## config.mk

```make
export PLATFORM = sky130hd
export DESIGN_NAME = uart_xcvr
export DESIGN_NICKNAME = d
export VERILOG_FILES = /design/src/rtl/uart_xcvr.sv
export SDC_FILE = /design/constraint.sdc
export NUM_CORES = 1
export LEC_CHECK = 0
export ABC_CLOCK_PERIOD_IN_PS = 2510
export CORE_MARGIN = 2
export CORE_UTILIZATION = 55
export CTS_BUF_LIST = sky130_fd_sc_hd__clkbuf_4 sky130_fd_sc_hd__clkbuf_8
export DETAILED_ROUTE_END_ITERATION = 10
export DONT_BUFFER_PORTS = 1
export HOLD_SLACK_MARGIN = 0.08
export PLACE_DENSITY = 0.7
export SKIP_LAST_GASP = 1
export SLEW_MARGIN = 10
export SYNTH_ARGS = -nofsm -noshare
export SYNTH_HDL_FRONTEND = slang
export SYNTH_SLANG_ARGS = --single-unit
```

## constraint.sdc

```tcl
create_clock -name clk -period 2.51 [get_ports clk]
set_clock_uncertainty 0.1 [all_clocks]
set_input_delay 0.1255 -clock clk [delete_from_list [all_inputs] [get_ports clk]]
set_output_delay 0.1255 -clock clk [all_outputs]
set_load 0.005 [all_outputs]
```

## src/rtl/uart_xcvr.sv

```systemverilog
// uart_xcvr: parametrised full-duplex UART transceiver on a single clock.
// The receiver oversamples through a clock-enable prescaler and re-aligns on every start bit.
module uart_xcvr #(
  parameter int CLK_FREQ   = 1000000,
  parameter int BAUD_RATE  = 9600,
  parameter int OVERSAMPLE = 16,
  parameter int DATA_BITS  = 8,
  parameter int PARITY     = 0,
  parameter int STOP_BITS  = 1
) (
  input  logic                 clk,
  input  logic                 rst,
  input  logic [DATA_BITS-1:0] tx_data,
  input  logic                 tx_valid,
  output logic                 tx_ready,
  output logic                 tx,
  input  logic                 rx,
  output logic [DATA_BITS-1:0] rx_data,
  output logic                 rx_valid,
  output logic                 rx_parity_err,
  output logic                 rx_frame_err
);

  localparam int BAUD_OS   = (BAUD_RATE * OVERSAMPLE > 0) ? BAUD_RATE * OVERSAMPLE : 1;
  localparam int DIV_RAW   = CLK_FREQ / BAUD_OS;
  localparam int DIV       = (DIV_RAW > 1) ? DIV_RAW : 1;
  localparam int BIT_CLKS  = DIV * OVERSAMPLE;
  localparam int STOP_CLKS = STOP_BITS * BIT_CLKS;
  localparam int TX_CW     = $clog2(STOP_CLKS + 1);
  localparam int DIV_W     = (DIV > 1) ? $clog2(DIV) : 1;
  localparam int TICK_W    = $clog2(OVERSAMPLE);
  localparam int IDX_W     = $clog2(DATA_BITS);

  if (OVERSAMPLE < 4 || (OVERSAMPLE % 2) != 0) begin : g_bad_oversample
    $error("uart_xcvr: OVERSAMPLE must be an even number >= 4");
  end
  if (DATA_BITS < 5 || DATA_BITS > 9) begin : g_bad_data_bits
    $error("uart_xcvr: DATA_BITS must be in 5..9");
  end
  if (PARITY < 0 || PARITY > 2) begin : g_bad_parity
    $error("uart_xcvr: PARITY must be 0, 1 or 2");
  end
  if (STOP_BITS < 1 || STOP_BITS > 2) begin : g_bad_stop_bits
    $error("uart_xcvr: STOP_BITS must be 1 or 2");
  end
  if (CLK_FREQ <= 0 || BAUD_RATE <= 0) begin : g_bad_rates
    $error("uart_xcvr: CLK_FREQ and BAUD_RATE must be positive");
  end

  function automatic logic parity_of(input logic [DATA_BITS-1:0] w);
    return (PARITY == 2) ? ^w : ~^w;
  endfunction

  // ---------------------------------------------------------------- transmit
  typedef enum logic [2:0] {
    TX_IDLE, TX_START, TX_DATA, TX_PARITY, TX_STOP
  } tx_state_t;

  tx_state_t            tx_state;
  logic [TX_CW-1:0]     tx_cnt;
  logic [IDX_W-1:0]     tx_idx;
  logic [DATA_BITS-1:0] tx_shift;
  logic                 tx_par;
  logic                 tx_bit;
  logic                 tx_bit_end;

  always_comb begin
    tx_bit = 1'b1;
    case (tx_state)
      TX_START:  tx_bit = 1'b0;
      TX_DATA:   tx_bit = tx_shift[0];
      TX_PARITY: tx_bit = tx_par;
      default:   tx_bit = 1'b1;
    endcase
  end

  // STOP runs one cycle past its nominal length so tx_ready rises one cycle after the line
  // has finished the last stop bit, matching the registered start-bit delay at acceptance.
  always_comb begin
    if (tx_state == TX_STOP)
      tx_bit_end = (tx_cnt == TX_CW'(STOP_CLKS));
    else
      tx_bit_end = (tx_cnt == TX_CW'(BIT_CLKS - 1));
  end

  always_ff @(posedge clk) begin
    if (rst) begin
      tx_state <= TX_IDLE;
      tx_cnt   <= '0;
      tx_idx   <= '0;
      tx_shift <= '0;
      tx_par   <= 1'b0;
      tx       <= 1'b1;
      tx_ready <= 1'b1;
    end else begin
      if (tx_state != TX_IDLE && tx_cnt == '0)
        tx <= tx_bit;
      case (tx_state)
        TX_IDLE: begin
          if (tx_valid && tx_ready) begin
            tx_shift <= tx_data;
            tx_par   <= parity_of(tx_data);
            tx_cnt   <= '0;
            tx_idx   <= '0;
            tx_ready <= 1'b0;
            tx_state <= TX_START;
          end
        end
        default: begin
          if (!tx_bit_end) begin
            tx_cnt <= tx_cnt + 1'b1;
          end else begin
            tx_cnt <= '0;
            case (tx_state)
              TX_START: tx_state <= TX_DATA;
              TX_DATA: begin
                tx_shift <= tx_shift >> 1;
                if (tx_idx == IDX_W'(DATA_BITS - 1))
                  tx_state <= (PARITY != 0) ? TX_PARITY : TX_STOP;
                else
                  tx_idx <= tx_idx + 1'b1;
              end
              TX_PARITY: tx_state <= TX_STOP;
              default: begin
                tx_state <= TX_IDLE;
                tx_ready <= 1'b1;
              end
            endcase
          end
        end
      endcase
    end
  end

  // ----------------------------------------------------------------- receive
  typedef enum logic [2:0] {
    RX_IDLE, RX_START, RX_DATA, RX_PARITY, RX_STOP, RX_WAIT_HIGH
  } rx_state_t;

  rx_state_t            rx_state;
  logic                 rx_meta;
  logic                 rxs;
  logic [DIV_W-1:0]     div_cnt;
  logic [TICK_W-1:0]    tick_cnt;
  logic [IDX_W-1:0]     rx_idx;
  logic [DATA_BITS-1:0] rx_shift;
  logic                 rx_par_bit;
  logic                 tick;
  logic                 sample_pt;

  always_ff @(posedge clk) begin
    if (rst) begin
      rx_meta <= 1'b1;
      rxs     <= 1'b1;
    end else begin
      rx_meta <= rx;
      rxs     <= rx_meta;
    end
  end

  always_comb begin
    tick = (div_cnt == DIV_W'(DIV - 1));
    if (rx_state == RX_START)
      sample_pt = tick && (tick_cnt == TICK_W'(OVERSAMPLE / 2 - 1));
    else
      sample_pt = tick && (tick_cnt == TICK_W'(OVERSAMPLE - 1));
  end

  always_ff @(posedge clk) begin
    if (rst) begin
      rx_state      <= RX_IDLE;
      div_cnt       <= '0;
      tick_cnt      <= '0;
      rx_idx        <= '0;
      rx_shift      <= '0;
      rx_par_bit    <= 1'b0;
      rx_data       <= '0;
      rx_valid      <= 1'b0;
      rx_parity_err <= 1'b0;
      rx_frame_err  <= 1'b0;
    end else begin
      rx_valid <= 1'b0;
      case (rx_state)
        RX_IDLE: begin
          if (!rxs) begin
            div_cnt  <= '0;
            tick_cnt <= '0;
            rx_state <= RX_START;
          end
        end
        RX_WAIT_HIGH: begin
          if (rxs)
            rx_state <= RX_IDLE;
        end
        default: begin
          div_cnt <= tick ? '0 : div_cnt + 1'b1;
          if (tick)
            tick_cnt <= sample_pt ? '0 : tick_cnt + 1'b1;
          if (sample_pt) begin
            case (rx_state)
              RX_START: begin
                rx_idx   <= '0;
                rx_state <= rxs ? RX_IDLE : RX_DATA;
              end
              RX_DATA: begin
                rx_shift <= {rxs, rx_shift[DATA_BITS-1:1]};
                if (rx_idx == IDX_W'(DATA_BITS - 1))
                  rx_state <= (PARITY != 0) ? RX_PARITY : RX_STOP;
                else
                  rx_idx <= rx_idx + 1'b1;
              end
              RX_PARITY: begin
                rx_par_bit <= rxs;
                rx_state   <= RX_STOP;
              end
              RX_STOP: begin
                rx_valid      <= 1'b1;
                rx_data       <= rx_shift;
                rx_parity_err <= (PARITY != 0) && (rx_par_bit != parity_of(rx_shift));
                rx_frame_err  <= !rxs;
                rx_state      <= rxs ? RX_IDLE : RX_WAIT_HIGH;
              end
              default: rx_state <= RX_IDLE;
            endcase
          end
        end
      endcase
    end
  end

endmodule

```

# Word-level counts from Yosys, hierarchy flattened
# Index checks and enable logic that the tools add are counted.
dict set report word_totals {
  word_cells 120
  latch_bits 0
  output_inout_bits 13
  register_bits 57
  ram_bits 0
  inputBits 12
  romBits 0
  memories 0
}
dict set report classes {
  n_mux 42
  multipliers 0
  n_lt_le_gt_ge 0
  n_reduce_logical 29
  bitwise_logic 3
  eq_ne 24
  shift 0
  n_div 0
  addsub 5
}
# op n
set ops {}
lappend ops {{2-to-1 mux 3 bit} 17}
lappend ops {{2-to-1 mux 8 bit} 4}
lappend ops {{2-to-1 mux 7 bit} 3}
lappend ops {{== test 3 bit, second input constant} 6}
lappend ops {{one-hot mux 3 bit (2 select lines)} 3}
lappend ops {{AND reduction 3 bit} 6}
lappend ops {{== test 7 bit, second input constant} 2}
lappend ops {{== test 3 x 2 -> 1 bit, second input constant} 4}
lappend ops {{2-to-1 mux 4 bit} 3}
lappend ops {{one-hot mux 3 bit (4 select lines)} 1}
lappend ops {{AND reduction 4 bit} 3}
lappend ops {{adder 3 x 1 -> 3 bit, second input constant} 3}
lappend ops {{one-hot mux 3 bit (3 select lines)} 1}
lappend ops {{!= test 2 bit, second input constant} 4}
lappend ops {{one-hot mux 4 bit (2 select lines)} 1}
lappend ops {{nonzero test 2 bit} 4}
lappend ops {{XNOR reduction 8 bit} 1}
lappend ops {{adder 7 x 1 -> 7 bit, second input constant} 1}
lappend ops {{logical NOT 7 bit} 1}
lappend ops {{2-to-1 mux 1 bit} 7}
lappend ops {{== test 3 x 1 -> 1 bit, second input constant} 2}
lappend ops {{logical NOT 3 bit} 2}
lappend ops {{nonzero test 3 bit} 2}
lappend ops {{adder 4 x 1 -> 4 bit, second input constant} 1}
lappend ops {{other kinds (14)} 21}

# Longest topological paths before layout
dict set report depth {
  depth_word 6
  mapped_depth 8
  ltp_nobuf 6
}

# Least setup slack after synthesis
# OpenSTA, ideal clock, no wires.
dict set report synth_path {
  path_kind {register to register}
  start {register tick_cnt[0]}
  end {register rx_idx[1]}
  path_buffers 2
  stages_incl_launch_ff 9
  period_less_slack_ps 1777
  setup_ps 128
  arrival_time_ps 1550
  t_required_ps 2282
  slack_ps 733
  cell_sequence {dfxtp_1 -> ha_1 -> and2_1 -> and2_1 -> clkbuf_1 -> and3_1 -> buf_2 -> a32oi_1 -> nor2_1}
}
dict set report synth_via {
  elab_chain_len 4
  word_cells_on_any_way 6
  classes_between {eq/ne (2); mux (1); reduce/logical (3)}
}
# item line_no
set synth_lines {}
lappend synth_lines {{start, declared} 144} ;# logic [TICK_W-1:0] tick_cnt;
lappend synth_lines {{start signal, assigned} 198} ;# tick_cnt <= sample_pt ? '0 : tick_cnt + 1'b1;
lappend synth_lines {{== test 4 bit or == test 4 x 3 -> 1 bit (tied branches)} {166, 164}}
lappend synth_lines {{logical AND 1 bit, on equally long branches} {166, 164}}
lappend synth_lines {{2-to-1 mux 1 bit (*)} 163} ;# if (rx_state == RX_START)
lappend synth_lines {{AND reduction 4 bit (no line) (*)} -}
lappend synth_lines {{end signal, assigned} 210} ;# rx_idx <= rx_idx + 1'b1;
lappend synth_lines {{end, declared} 145} ;# logic [IDX_W-1:0] rx_idx;
# Every way passes the cells marked *; elsewhere a longest branch is shown, timed or not.
# A chain may end at the register's enable or synchronous reset.

# Worst setup path after layout
dict set report layout_path {
  start {register tx_cnt[2]}
  end {register tx_cnt[6]}
}
dict set report layout_via {
  elab_chain_len 4
  word_cells_on_any_way 6
  classes_between {add/sub (1); eq/ne (2); mux (3)}
}
# item line_no
set layout_lines {}
lappend layout_lines {{start, declared} 60} ;# logic [TX_CW-1:0] tx_cnt;
lappend layout_lines {{start signal, assigned} 111} ;# tx_cnt <= tx_cnt + 1'b1;
lappend layout_lines {{parallel branches: the longest is 2 deep, another holds adder 7 x 1 -> 7 bit} -}
lappend layout_lines {{2-to-1 mux 7 bit (*)} 110} ;# if (!tx_bit_end) begin
lappend layout_lines {{2-to-1 mux 7 bit (*)} 98} ;# case (tx_state)
# Every way passes the cells marked *.

==> results.sh <==
export IMPL_status="completed"
export IMPL_irDropWorstVdd_mv=0.437
export IMPL_utilization_pct=66.5
export IMPL_hold_path_endpoint="tx_par"
export IMPL_placed_area_mm2=0.00279
export IMPL_die_area_mm2=0.00564
export IMPL_cts_tree="done"
export IMPL_critPathLaunchType="flip-flop"
export IMPL_drc=0
export IMPL_avgViaCountPerCell=5.64
export IMPL_rows=25
export IMPL_synth_top_cell_area_share_pct=41.0
export IMPL_worstHoldStart="tx_data[0]"
export IMPL_drive_gt1_share_pct=11.5
export IMPL_ys_seq_elements=57
export IMPL_synth_top_area_cell="dfxtp_1"
export IMPL_die_w_um=75.1
export IMPL_slew_headroom_pct=64.7
export IMPL_grt_overflow=0
export IMPL_cp_startpoint="tx_cnt[2]"
export IMPL_cts_sinks=57
export IMPL_p_total_w=0.00233
export IMPL_start_util_pct=58.1
export IMPL_crit_path_end_kind="flip-flop"
export IMPL_p_sw_share_pct=26.2
export IMPL_grt_antenna_before_repair=0
export IMPL_synth_most_common_cell="dfxtp_1"
export IMPL_power_frac_seq_pct=43.7
export IMPL_wl_per_cell_um=13.1
export IMPL_reg2reg_depth=6
export IMPL_cellLeakagePower_nw=1.17
export IMPL_r2r_start="tx_cnt[2]"
export IMPL_cts_htree_levels=3
export IMPL_max_freq_mhz=424
export IMPL_synthCells=338
export IMPL_rsz0062_at_grt="false"
export IMPL_portBuffers=0
export IMPL_num_vias=2348
export IMPL_grt_pass1_vias=2153
export IMPL_power_density_mw_per_mm2=733
export IMPL_drv_cap=0
export IMPL_synth_nets=357
export IMPL_drv_slew=0
export IMPL_grt_max_degree=57
export IMPL_holdPathStages=5
export IMPL_gp_congestion=0.865
export IMPL_routed_wl_mm=5.47
export IMPL_setup_viol=0
export IMPL_cts_buffers=9
export IMPL_synthFlopType="dfxtp_1"
export IMPL_clockBufferDepth=2
export IMPL_netlist_area_mm2=0.00278
export IMPL_root_buffer="clkbuf_8"
export IMPL_core_region_area_mm2=0.00479
export IMPL_synthArstFlopShare_pct=0
export IMPL_p_sw_w=0.000612
export IMPL_tightest_slew_ns=0.525
export IMPL_cts_setup_buffers=0
export IMPL_cp_arrival_ns=2.48
export IMPL_synth_edff_count=0
export IMPL_area_growth_syn_to_layout_pct=14.3
export IMPL_first_pass_iters=4
export IMPL_required_ns=2.63
export IMPL_yosys_warnings=0
export IMPL_clkTransAtPathRegs_ns=0.06
export IMPL_dp_slack_ns=0.473
export IMPL_ant_nets=0
export IMPL_hold_viol=0
export IMPL_path_class="flip-flop to flip-flop"
export IMPL_die_height_um=75.1
export IMPL_design_area_mm2=0.00318
export IMPL_power_frac_comb_pct=15.6
export IMPL_pwr_share_clk_pct=40.8
export IMPL_hold_path_class="input pin to flip-flop"
export IMPL_rrSetupSlack_ns=0.15
export IMPL_nets=363
export IMPL_fin_crit_sh_pct=93.9
export IMPL_synthTopCellsByArea="dfxtp_1 41%, nand2_1 7.6%, a21oi_1 6.7%"
export IMPL_synth_seq_area_share_pct=41.0
export IMPL_period_minus_slack_ns=2.36
export IMPL_dp_hpwl_mm=3.52
export IMPL_fin_tns_setup_ns=0
export IMPL_clock_latency_ns=0.33
export IMPL_setup_slack_ns=0.152
export IMPL_grt_pass1_wl_mm=9.16
export IMPL_r2r_end="tx_cnt[6]"
export IMPL_track_usage_pct=21.0
export IMPL_synth_top_cells_by_count="57 x dfxtp_1, 56 x nand2_1, 37 x a21oi_1"
export IMPL_boundaryPins=25
export IMPL_p_int_w=0.00172
export IMPL_diodes=0
export IMPL_ys_types=50
export IMPL_nFillCells=399
export IMPL_syn_area_per_cell_um2=8.23
export IMPL_drt_iter0_markers=164
export IMPL_crit_fanout=11
==> layout make-up <==
class                           instances  area [um^2]  share of cell area [%]
Multi-Input combinational cell        252         1550                    48.6
Clock inverter                          5         78.8                    2.48
Tap cell                               67         83.8                    2.63
Clock buffer                           11          145                    4.56
Timing Repair Buffer                   14          148                    4.64
Sequential cell                        57         1140                    35.9
Inverter                               10         37.5                    1.18
==> layer usage <==
| metal | GRT usage (%) | part of all wire [%] | up-vias |
|---|---|---|---|
| met2 | 37.9 | 49 | 46 |
| met4 | 8.58 | 1.4 | 0 |
| met5 | 0 | 0 | - |
| met3 | 5.49 | 4.7 | 9 |
| li1 | - | - | 1197 |
| met1 | 23.5 | 45 | 1096 |
==> layout by cell type, fill, tap and decap left out, drive strengths merged, types with 5 or more instances in the layout <==
cell	count
ha	7
inv	10
o21ai	13
a21oi	37
mux2i	10
dlygate4sd3	12
nand3	9
nor2	35
xnor2	8
clkbuf	11
dfxtp	57
mux2	9
and2	5
nand2	56
==> critical path: stages, from the launching register on <==
cell           delay, ns
dfxtp_1             0.35
or3_1               0.45
o41ai_4             0.39
mux2i_4             0.20
nand3_1             0.12
a31oi_1             0.08
dlygate4sd3_1       0.55
==> what timing repair did <==
| action | 4_1_cts | 5_1_grt |
|---|---|---|
| hold endpoints to repair | 57 | 0 |
| setup endpoints to repair | 0 | 1 |
| gates resized for setup | 0 | 4 |
| hold buffers | 13 | 0 |
==> registers in the layout (all words and copies together) (netlist names), 3 cells and up <==
name	cells
rx_data	8
rx_shift	8
tx_shift	8
tx_cnt	7
tick_cnt	4
div_cnt	3
rx_idx	3
rx_state	3
tx_idx	3
tx_state	3
==> kinds of logic (layout without fill, tap and decap cells) <==
group                      Yosys count  count (layout)  share of synthesized area (%)
and+or+nand+nor                    137             137                           23.1
AOI/OAI and AO/OA                   78              78                           17.9
buffers and inverters               29              40                           4.32
other                                1               1                          0.135
muxes                               19              19                           7.24
xor gates and xnor gates            10              10                           3.15
DFF                                 57              57                           41.0
adders and majority gates            7               7                           3.15
==> per-stage QoR <==
stage / hold WS (ns) / std cells
after floorplan: 0.129 / 338
after global placement: 0.100 / 387
after detailed placement: 0.103 / 387
after CTS: 0.133 / 416
after global routing: 0.171 / 416
final: 0.154 / 416
==> worst max path at each step <==
stage / end / depth (start not counted)
floorplan: rx_idx[1] / 8
global placement: rx_state[0] / 5
detailed placement: rx_state[1] / 5
CTS: tx_cnt[6] / 6
global route: tx_cnt[6] / 6
finish: tx_cnt[6] / 6
==> power groups by stage <==
stage	Sequential (W)	Combinational (W)	Clock, W
final	0.00102	0.000363	0.000950
after floorplan	0.000993	0.000330	0
after CTS	0.00102	0.000357	0.000976
after global placement	0.00103	0.000317	0
after global routing	0.00103	0.000405	0.00100
after detailed placement	0.00103	0.000324	0
Note: power is estimated with default switching activity, not from simulation.
